[config.mk]
export PLATFORM = sky130hd
export DESIGN_NAME = imem_boot_loader_flat
export DESIGN_NICKNAME = d
export VERILOG_FILES = /design/src/rtl/imem_loader_pkg.sv /design/src/rtl/imem_boot_loader_if.sv /design/src/rtl/imem_boot_loader_word_assembler.sv /design/src/rtl/imem_boot_loader.sv /design/src/flat_wrapper.sv
export SDC_FILE = /design/constraint.sdc
export NUM_CORES = 1
export LEC_CHECK = 0
export CORE_ASPECT_RATIO = 1.1
export CORE_MARGIN = 1
export CORE_UTILIZATION = 54
export DETAILED_ROUTE_END_ITERATION = 10
export GPL_TIMING_DRIVEN = 1
export PLACE_DENSITY = 0.86
export REMOVE_ABC_BUFFERS = 1
export SLEW_MARGIN = 10
export SYNTH_ARGS = -nofsm -noshare
export SYNTH_HDL_FRONTEND = slang
export SYNTH_SLANG_ARGS = --single-unit
[constraint.sdc]
create_clock -name clk -period 2.3 [get_ports clk]
set_clock_uncertainty 0.1 [all_clocks]
set_input_delay 0.23 -clock clk [delete_from_list [all_inputs] [get_ports clk]]
set_output_delay 0.23 -clock clk [all_outputs]
set_load 0.05 [all_outputs]
[src/rtl/imem_loader_pkg.sv]
// Shared types and constants for the instruction-memory boot loader.
// Optional checksum support is selected with IMEM_LOADER_CHECKSUM_EN.
package imem_loader_pkg;

  typedef enum logic [2:0] {
    LEN_LO,
    LEN_HI,
    DATA,
    CHK,
    DONE,
    ERR
  } state_t;

  localparam int BYTES_PER_WORD = 4;
  localparam int LEN_BYTES      = 2;

  // States in which the loader takes bytes from the stream.
  function automatic logic accepts_bytes(state_t s);
    return (s == LEN_LO) || (s == LEN_HI) || (s == DATA) || (s == CHK);
  endfunction

endpackage

[src/rtl/imem_boot_loader_if.sv]
// Byte-stream input, instruction-memory write port and core control of the boot loader.
interface imem_boot_loader_if #(
  parameter int ADDR_W = 10
);
  // A byte moves on a rising clk edge where in_valid and in_ready are both high;
  // the source holds in_data stable while in_valid is high and not yet accepted,
  // and in_ready never depends on in_valid in the same cycle.
  logic              in_valid;
  logic [7:0]        in_data;
  logic              in_ready;
  logic              imem_we;
  logic [ADDR_W-1:0] imem_addr;
  logic [31:0]       imem_wdata;
  logic              core_rst;
  logic              done;
  logic              err;

  modport master (
    output in_valid, in_data,
    input  in_ready, imem_we, imem_addr, imem_wdata, core_rst, done, err
  );

  modport slave (
    input  in_valid, in_data,
    output in_ready, imem_we, imem_addr, imem_wdata, core_rst, done, err
  );
endinterface

[src/rtl/imem_boot_loader_word_assembler.sv]
// Packs accepted stream bytes little-endian into 32-bit words; flags the
// word as the fourth byte is pushed so the caller can register it.
module word_assembler
  import imem_loader_pkg::*;
(
  input  logic        clk,
  input  logic        rst,
  input  logic        clear,
  input  logic        push,
  input  logic [7:0]  din,
  output logic        word_valid,
  output logic [31:0] word
);
  localparam int                 LANE_W    = $clog2(BYTES_PER_WORD);
  localparam logic [LANE_W-1:0]  LAST_LANE = LANE_W'(BYTES_PER_WORD - 1);

  logic [LANE_W-1:0] lane;
  logic [23:0]       low_bytes;

  always_ff @(posedge clk) begin
    if (rst || clear) begin
      lane      <= '0;
      low_bytes <= '0;
    end else if (push) begin
      lane <= lane + LANE_W'(1);
      case (lane)
        2'd0:    low_bytes[7:0]   <= din;
        2'd1:    low_bytes[15:8]  <= din;
        2'd2:    low_bytes[23:16] <= din;
        default: ;
      endcase
    end
  end

  // The top lane is never stored: it is taken straight from the bus.
  assign word_valid = push && (lane == LAST_LANE);
  assign word       = {din, low_bytes};

endmodule

[src/rtl/imem_boot_loader.sv]
// Boot loader: length-prefixed byte image -> instruction memory, then releases
// the core from reset. IMEM_LOADER_CHECKSUM_EN adds a trailing XOR check byte.
module imem_boot_loader
  import imem_loader_pkg::*;
#(
  parameter int ADDR_W = 10
) (
  input  logic   clk,
  input  logic   rst,
  imem_boot_loader_if.slave bus,
  output state_t state_dbg
);
  localparam int DEPTH = 2 ** ADDR_W;
`ifdef IMEM_LOADER_CHECKSUM_EN
  localparam state_t AFTER_DATA = CHK;
`else
  localparam state_t AFTER_DATA = DONE;
`endif

  state_t            state, state_next;
  logic              in_ready_q, imem_we_q, core_rst_q, done_q, err_q;
  logic [ADDR_W-1:0] imem_addr_q, word_idx;
  logic [31:0]       imem_wdata_q, word;
  logic [7:0]        n_lo;
  logic [15:0]       n_words;
  logic [16:0]       len_full;
  logic              hs, push, word_valid, last_word;

  assign hs        = bus.in_valid & in_ready_q;
  assign push      = hs && (state == DATA);
  assign len_full  = {1'b0, bus.in_data, n_lo};
  assign last_word = (17'(word_idx) + 17'd1) == {1'b0, n_words};

  word_assembler u_asm (
    .clk        (clk),
    .rst        (rst),
    .clear      (state != DATA),
    .push       (push),
    .din        (bus.in_data),
    .word_valid (word_valid),
    .word       (word)
  );

`ifdef IMEM_LOADER_CHECKSUM_EN
  logic [7:0] csum;
  logic       csum_ok;

  always_ff @(posedge clk) begin
    if (rst)       csum <= 8'h00;
    else if (push) csum <= csum ^ bus.in_data;
  end

  assign csum_ok = (bus.in_data == csum);
`endif

  always_comb begin
    state_next = state;
    case (state)
      LEN_LO: if (hs) state_next = LEN_HI;
      LEN_HI: begin
        if (hs) begin
          if (len_full == 17'd0)            state_next = AFTER_DATA;
          else if (len_full > 17'(DEPTH))   state_next = ERR;
          else                              state_next = DATA;
        end
      end
      DATA: if (word_valid && last_word) state_next = AFTER_DATA;
`ifdef IMEM_LOADER_CHECKSUM_EN
      CHK: if (hs) state_next = csum_ok ? DONE : ERR;
`endif
      DONE:    state_next = DONE;
      ERR:     state_next = ERR;
      default: state_next = LEN_LO;
    endcase
  end

  always_ff @(posedge clk) begin
    if (rst) begin
      state        <= LEN_LO;
      in_ready_q   <= 1'b0;
      n_lo         <= 8'h00;
      n_words      <= 16'h0000;
      word_idx     <= '0;
      imem_we_q    <= 1'b0;
      imem_addr_q  <= '0;
      imem_wdata_q <= 32'h0;
      core_rst_q   <= 1'b1;
      done_q       <= 1'b0;
      err_q        <= 1'b0;
    end else begin
      state      <= state_next;
      in_ready_q <= accepts_bytes(state_next);
      if (hs && state == LEN_LO) n_lo    <= bus.in_data;
      if (hs && state == LEN_HI) n_words <= {bus.in_data, n_lo};
      imem_we_q <= word_valid;
      if (word_valid) begin
        imem_addr_q  <= word_idx;
        imem_wdata_q <= word;
        word_idx     <= word_idx + ADDR_W'(1);
      end
      // Release is delayed one cycle so the final write lands before the core runs.
      core_rst_q <= (state != DONE);
      done_q     <= (state == DONE);
      err_q      <= (state_next == ERR);
    end
  end

  assign bus.in_ready   = in_ready_q;
  assign bus.imem_we    = imem_we_q;
  assign bus.imem_addr  = imem_addr_q;
  assign bus.imem_wdata = imem_wdata_q;
  assign bus.core_rst   = core_rst_q;
  assign bus.done       = done_q;
  assign bus.err        = err_q;
  assign state_dbg      = state;

endmodule

[src/flat_wrapper.sv]
// flat-port wrapper written by rule: the top's interface ports become plain ports
module imem_boot_loader_flat import imem_loader_pkg::*;
#(
  parameter int ADDR_W = 10
)
  (clk, rst, state_dbg, bus_in_valid, bus_in_data, bus_in_ready, bus_imem_we, bus_imem_addr, bus_imem_wdata, bus_core_rst, bus_done, bus_err);
  imem_boot_loader_if #(.ADDR_W(ADDR_W)) bus_i ();
  input  logic clk;
  input  logic rst;
  output state_t state_dbg;
  input wire logic [$bits(bus_i.in_valid)-1:0] bus_in_valid;
  input wire logic [$bits(bus_i.in_data)-1:0] bus_in_data;
  output wire logic [$bits(bus_i.in_ready)-1:0] bus_in_ready;
  output wire logic [$bits(bus_i.imem_we)-1:0] bus_imem_we;
  output wire logic [$bits(bus_i.imem_addr)-1:0] bus_imem_addr;
  output wire logic [$bits(bus_i.imem_wdata)-1:0] bus_imem_wdata;
  output wire logic [$bits(bus_i.core_rst)-1:0] bus_core_rst;
  output wire logic [$bits(bus_i.done)-1:0] bus_done;
  output wire logic [$bits(bus_i.err)-1:0] bus_err;
  assign bus_i.in_valid = bus_in_valid;
  assign bus_i.in_data = bus_in_data;
  assign bus_in_ready = bus_i.in_ready;
  assign bus_imem_we = bus_i.imem_we;
  assign bus_imem_addr = bus_i.imem_addr;
  assign bus_imem_wdata = bus_i.imem_wdata;
  assign bus_core_rst = bus_i.core_rst;
  assign bus_done = bus_i.done;
  assign bus_err = bus_i.err;
  imem_boot_loader #(.ADDR_W(ADDR_W)) u_core (.clk(clk), .rst(rst), .bus(bus_i), .state_dbg(state_dbg));
endmodule
== After elaboration in Yosys (flattened, before gate mapping) ==
Index checks and enable logic that the tools add are counted.
Operators by class
  add/subtract/negate cells: 3
  multipliers: 0
  div/mod/pow operators: 0
  $lt $le $gt $ge: 1
  equal/unequal tests: 14
  shifts and indexed selects: 0
  multiplexer cells: 6
  bitwise gates (word level): 1
  reduce and logical (&&, ||, !) cells: 16
Operator list (count)
  17-bit by 16-bit == test with 1-bit output: 1
  17-bit logical NOT: 1
  16-bit by 11-bit greater-than comparator with 1-bit output, second input constant: 1
  3-bit two-way mux: 5
  3-bit one-hot mux with 5 select lines: 1
  10-bit by 1-bit adder with 11-bit output, second input constant: 1
  10-bit by 1-bit adder with 10-bit output, second input constant: 1
  3-bit by 2-bit == test with 1-bit output, second input constant: 3
  3-bit == test, second input constant: 3
  3-bit by 1-bit == test with 1-bit output, second input constant: 2
  3-bit logical NOT: 2
  2-bit AND reduction: 3
  1-bit logical AND: 5
  2-bit == test, second input constant: 2
  1-bit logical OR: 4
  3-bit by 2-bit != test with 1-bit output, second input constant: 1
  3-bit != test, second input constant: 1
  2-bit by 1-bit adder with 2-bit output, second input constant: 1
  2-bit by 1-bit == test with 1-bit output, second input constant: 1
  2-bit logical NOT: 1
  1-bit bitwise AND: 1
Storage, ports and cells
  register bits: 110
  latch bits: 0
  memory bits (writable): 0
  memory bits (read-only): 0
  input bits: 11
  output and inout port bits: 50
  logic and storage cells: 56
  memories: 0

== Logic depth before layout (Yosys ltp) ==
  depth after elaboration: 10
  gate-level depth with buffers: 8

== By module ==
A second synthesis with hierarchy kept.
Unflattened totals
  cell total of the unflattened synthesis: 504
  area, all modules: 4865.9 um2
By module, submodules not included
  imem_boot_loader: times used 1, cells each 371, area each 3475.8 um2, sequential area each 1681.6 um2
  word_assembler: times used 1, cells each 133, area each 1390.1 um2, sequential area each 520.5 um2

== Worst setup path after synthesis ==
OpenSTA, ideal clock, no wires.
  path kind: register -> register
  from: reg u_core.state[2] (netlist: u_core.state_dbg[2])
  to: reg u_core.imem_addr_q[9] (netlist: u_core.bus.imem_addr[9])
  setup time: 0.070 ns
  data arrival time: 1.922 ns
  path slack: 0.208 ns
  cell stages (with the launch flop): 8
  path buffers: 3
  path through: dfxtp_1 buf_2 and3b_2 nand4b_4 buf_2 clkbuf_1 nand2_1 a21oi_1
Between the ends
  word-level cells in the longest chain between the ends: 3
Ends and longest elaborated chain
  from (decl): RTL line imem_boot_loader.sv:20  | state_t state, state_next;
  from (signal assigned): RTL line imem_boot_loader.sv:91  | state <= state_next;
  3-bit by 2-bit == test with 1-bit output: RTL line imem_boot_loader.sv:30  | assign push = hs && (state == DATA);
  1-bit logical AND: RTL line imem_boot_loader.sv:30
  1-bit logical AND: RTL line imem_boot_loader_word_assembler.sv:36  | assign word_valid = push && (lane == LAST_LANE);
  to (signal assigned): RTL line imem_boot_loader.sv:97  | imem_addr_q <= word_idx;
  to (decl): RTL line imem_boot_loader.sv:22  | logic [ADDR_W-1:0] imem_addr_q, word_idx;
Every way passes these cells.
A chain may end at the register's enable or synchronous reset.

== Worst setup path after layout ==
  from: reg u_core.state[1] (netlist: u_core.state_dbg[1])
  to: out state_dbg[1]
RTL lines
  to (decl): RTL line flat_wrapper.sv:10  | output state_t state_dbg;
No word-level cell between the ends.

==> flow_metrics.env <==
export IMPL_drtIter0Drc=228
export IMPL_fp_row_count=34
export IMPL_dr_total_vias=4050
export IMPL_finalCritPeriodShare=0.9724
export IMPL_antenna_found_initial=0
export IMPL_grt_first_pass_wirelength_um=17270
export IMPL_clkSinkCount=110
export IMPL_path_cells="clkdlybuf4s50_1"
export IMPL_clk_pin_slew_ns=0.10
export IMPL_crit_path_end_kind="output pin"
export IMPL_drc_errors=0
export IMPL_internal_power_mw=2.504
export IMPL_grt_usage=0.2548
export IMPL_cts_buffers=9
export IMPL_cts_tree="done"
export IMPL_hp_class="in2reg"
export IMPL_cp_arrival_ns=1.91
export IMPL_pwr_share_seq=0.586
export IMPL_crit_required_ns=1.97
export IMPL_diodes=0
export IMPL_grt_pass1_vias=3756
export IMPL_holdPathStages=3
export IMPL_p_clk_frac=0.364
export IMPL_synthArstFlopShare=0
export IMPL_instances_no_fill=725
export IMPL_yosys_cell_types_count=52
export IMPL_start_util=0.5620
export IMPL_syn_inst=553
export IMPL_area_growth_pct=21.69
export IMPL_p_leak_nw=1.839
export IMPL_io_pins=61
export IMPL_ys_flop_type="dfxtp_1"
export IMPL_holdPathEnd="u_core.word_idx[6]"
export IMPL_via_per_inst=5.586
export IMPL_die_h_um=97.68
export IMPL_hold_buffers=0
export IMPL_grt_start_max_net_pins=50
export IMPL_reg2reg_depth=7
export IMPL_clockBufferDepth=2
export IMPL_clockRootBuffer="clkbuf_8"
export IMPL_synth_top_area_cell="dfxtp_1"
export IMPL_finalNetCount=629
export IMPL_gp_congestion=0.8864
export IMPL_yosysSeqAreaShare=0.4900
export IMPL_cts_resized=0
export IMPL_fmax_mhz=447.1
export IMPL_place_area_um2=5266
export IMPL_synth_top_area_share=0.4900
export IMPL_status="finished, final reports clean"
export IMPL_cp_top_family="buffers and inverters"
export IMPL_cts_setup_buffers=0
export IMPL_insertion_delay_ns=0.38
export IMPL_final_core_util=0.6838
export IMPL_critPathMaxFanout=10
export IMPL_ys_seq_elements=110
export IMPL_drt_pass1_iter_count=4
export IMPL_yosysWarnings=0
export IMPL_rsz0062_at_grt="no"
export IMPL_ant_nets=0
export IMPL_cp_start_kind="flop"
export IMPL_slew_violations=0
export IMPL_regToRegSetupSlack_ns=0.15
export IMPL_period_needed_ns=2.236
export IMPL_comb_power_share=0.050
export IMPL_powerDensity_nw_per_um2=603.1
export IMPL_avgSynthCellArea_um2=8.127
export IMPL_layout_drive_gt1_share=0.08914
export IMPL_cap_violations=0
export IMPL_relSlewSlack=0.3770
export IMPL_r2r_start="u_core.word_idx[0]"
export IMPL_coreArea_um2=7998
export IMPL_synth_edf_count=0
export IMPL_die_area_um2=8692
export IMPL_hold_viol_final=0
export IMPL_worstSetupPathType="reg2out"
export IMPL_htree_levels=3
export IMPL_p_sw_uw=794.2
export IMPL_hp_start="rst"
export IMPL_place_hpwl_um=7371
export IMPL_synth_area_leaders="dfxtp_1 49%, nand2_1 13%, a21oi_1 10%, nand3_1 3.5%, nor2_1 2.2%"
export IMPL_reg2reg_to="u_core.state_dbg[1]"
export IMPL_worstMarginPinSlew_ns=0.9345
export IMPL_place_inst=710
export IMPL_io_buffers=60
export IMPL_fin_area_um2=5469
export IMPL_max_stage_delay_ns=0.90
export IMPL_path_buf_inv=1
export IMPL_grt_overflow=0
export IMPL_vdd_drop_max_mv=0.3542
export IMPL_die_w_um=88.99
export IMPL_syn_area_um2=4494
export IMPL_switching_share=0.2408
export IMPL_cp_slowest_cell="clkdlybuf4s50_1"
export IMPL_finalSetupViolations=0
export IMPL_wl_per_cell_um=14.56
export IMPL_drt_total_wl_um=10560
==> final cells by class <==
| class | count | area (um2) |
|---|---|---|
| clock buffers | 9 | 123.9 |
| clock inverters | 6 | 78.83 |
| fillers | 665 | 2529 |
| inverters | 6 | 22.52 |
| multi-input cells | 398 | 2101 |
| flip-flops and latches | 110 | 2202 |
| well taps | 108 | 135.1 |
| repair buffers | 88 | 805.8 |
==> synth_stat cells, types with 5 or more instances <==
cell	number
a21oi_1	90
buf_2	15
clkbuf_1	22
dfxtp_1	110
ha_1	5
inv_1	6
mux2i_1	8
nand2_1	151
nand3_1	31
nand4_1	6
nor2_1	26
o21ai_0	9
or3_1	8
xnor2_1	8
xor2_1	8
==> stage by stage <==
stage | power (mW) | hold slack (ns) | TNS (ns) | worst slack, ns
final | 3.298 | 0.3521 | 0 | 0.06354
after global routing | 3.399 | 0.3597 | 0 | 0.02277
after CTS | 3.313 | 0.3372 | 0 | 0.06811
after detailed placement | 2.139 | 0.3457 | -0.004166 | -0.004166
after global placement | 2.135 | 0.3362 | 0 | 0.07439
after floorplan | 2.042 | 0.1991 | -8.848 | -0.3255
==> layout by cell type (no fill, tap or decap), types with 9 or more instances in the layout <==
| cell | n |
|---|---|
| clkdlybuf4s50_1 | 59 |
| nand2_1 | 151 |
| buf_4 | 28 |
| nand3_1 | 31 |
| nor2_1 | 26 |
| clkbuf_8 | 9 |
| dfxtp_1 | 110 |
| o21ai_0 | 9 |
| a21oi_1 | 90 |
==> routing by layer <==
metal / GRT usage / part of all wire
met2: 0.4225 / 0.51
met3: 0.03314 / 0.050
met5: 0 / 0
met1: 0.3197 / 0.42
met4: 0.1282 / 0.022
==> worst max path at each step <==
stage               cells after the start             endpoint                start
floorplan                               6   u_core.word_idx[9]  u_core.bus.in_ready
global placement                        7  u_core.state_dbg[2]       bus_in_data[3]
detailed placement                      7  u_core.state_dbg[2]       bus_in_data[3]
CTS                                     1         state_dbg[1]  u_core.state_dbg[1]
global route                            1         state_dbg[1]  u_core.state_dbg[1]
finish                                  1         state_dbg[1]  u_core.state_dbg[1]
==> flip-flops by register name, indices dropped and copies added (netlist names), 2 cells and up <==
register                cells
u_core.bus.imem_addr       10
u_core.bus.imem_wdata      32
u_core.state_dbg            3
u_core.u_asm.lane           2
u_core.u_asm.low_bytes     24
u_core.n_lo                 8
u_core.word_idx            10
u_core.n_words             16
==> cells by family (layout without fill, tap and decap cells) <==
group,count (synthesis),in the layout,synth area share
multiplexers,8,8,0.01782
XOR/XNOR,16,16,0.03118
adder cells (fa/ha/maj),5,5,0.01392
AO/OA/AOI/OAI,117,117,0.1462
flip-flops,110,110,0.4900
buffers and inverters,45,109,0.04259
AND/OR/NAND/NOR,252,252,0.2584
==> power groups by stage <==
stage	clock (mW)	sequential, mW	combinational, mW
floorplan	0	1.99	0.0534
global placement	0	1.98	0.159
detailed placement	0	1.98	0.163
CTS	1.22	1.93	0.163
global route	1.29	1.94	0.175
finish	1.20	1.93	0.164
(Power assumes the default switching activity.)
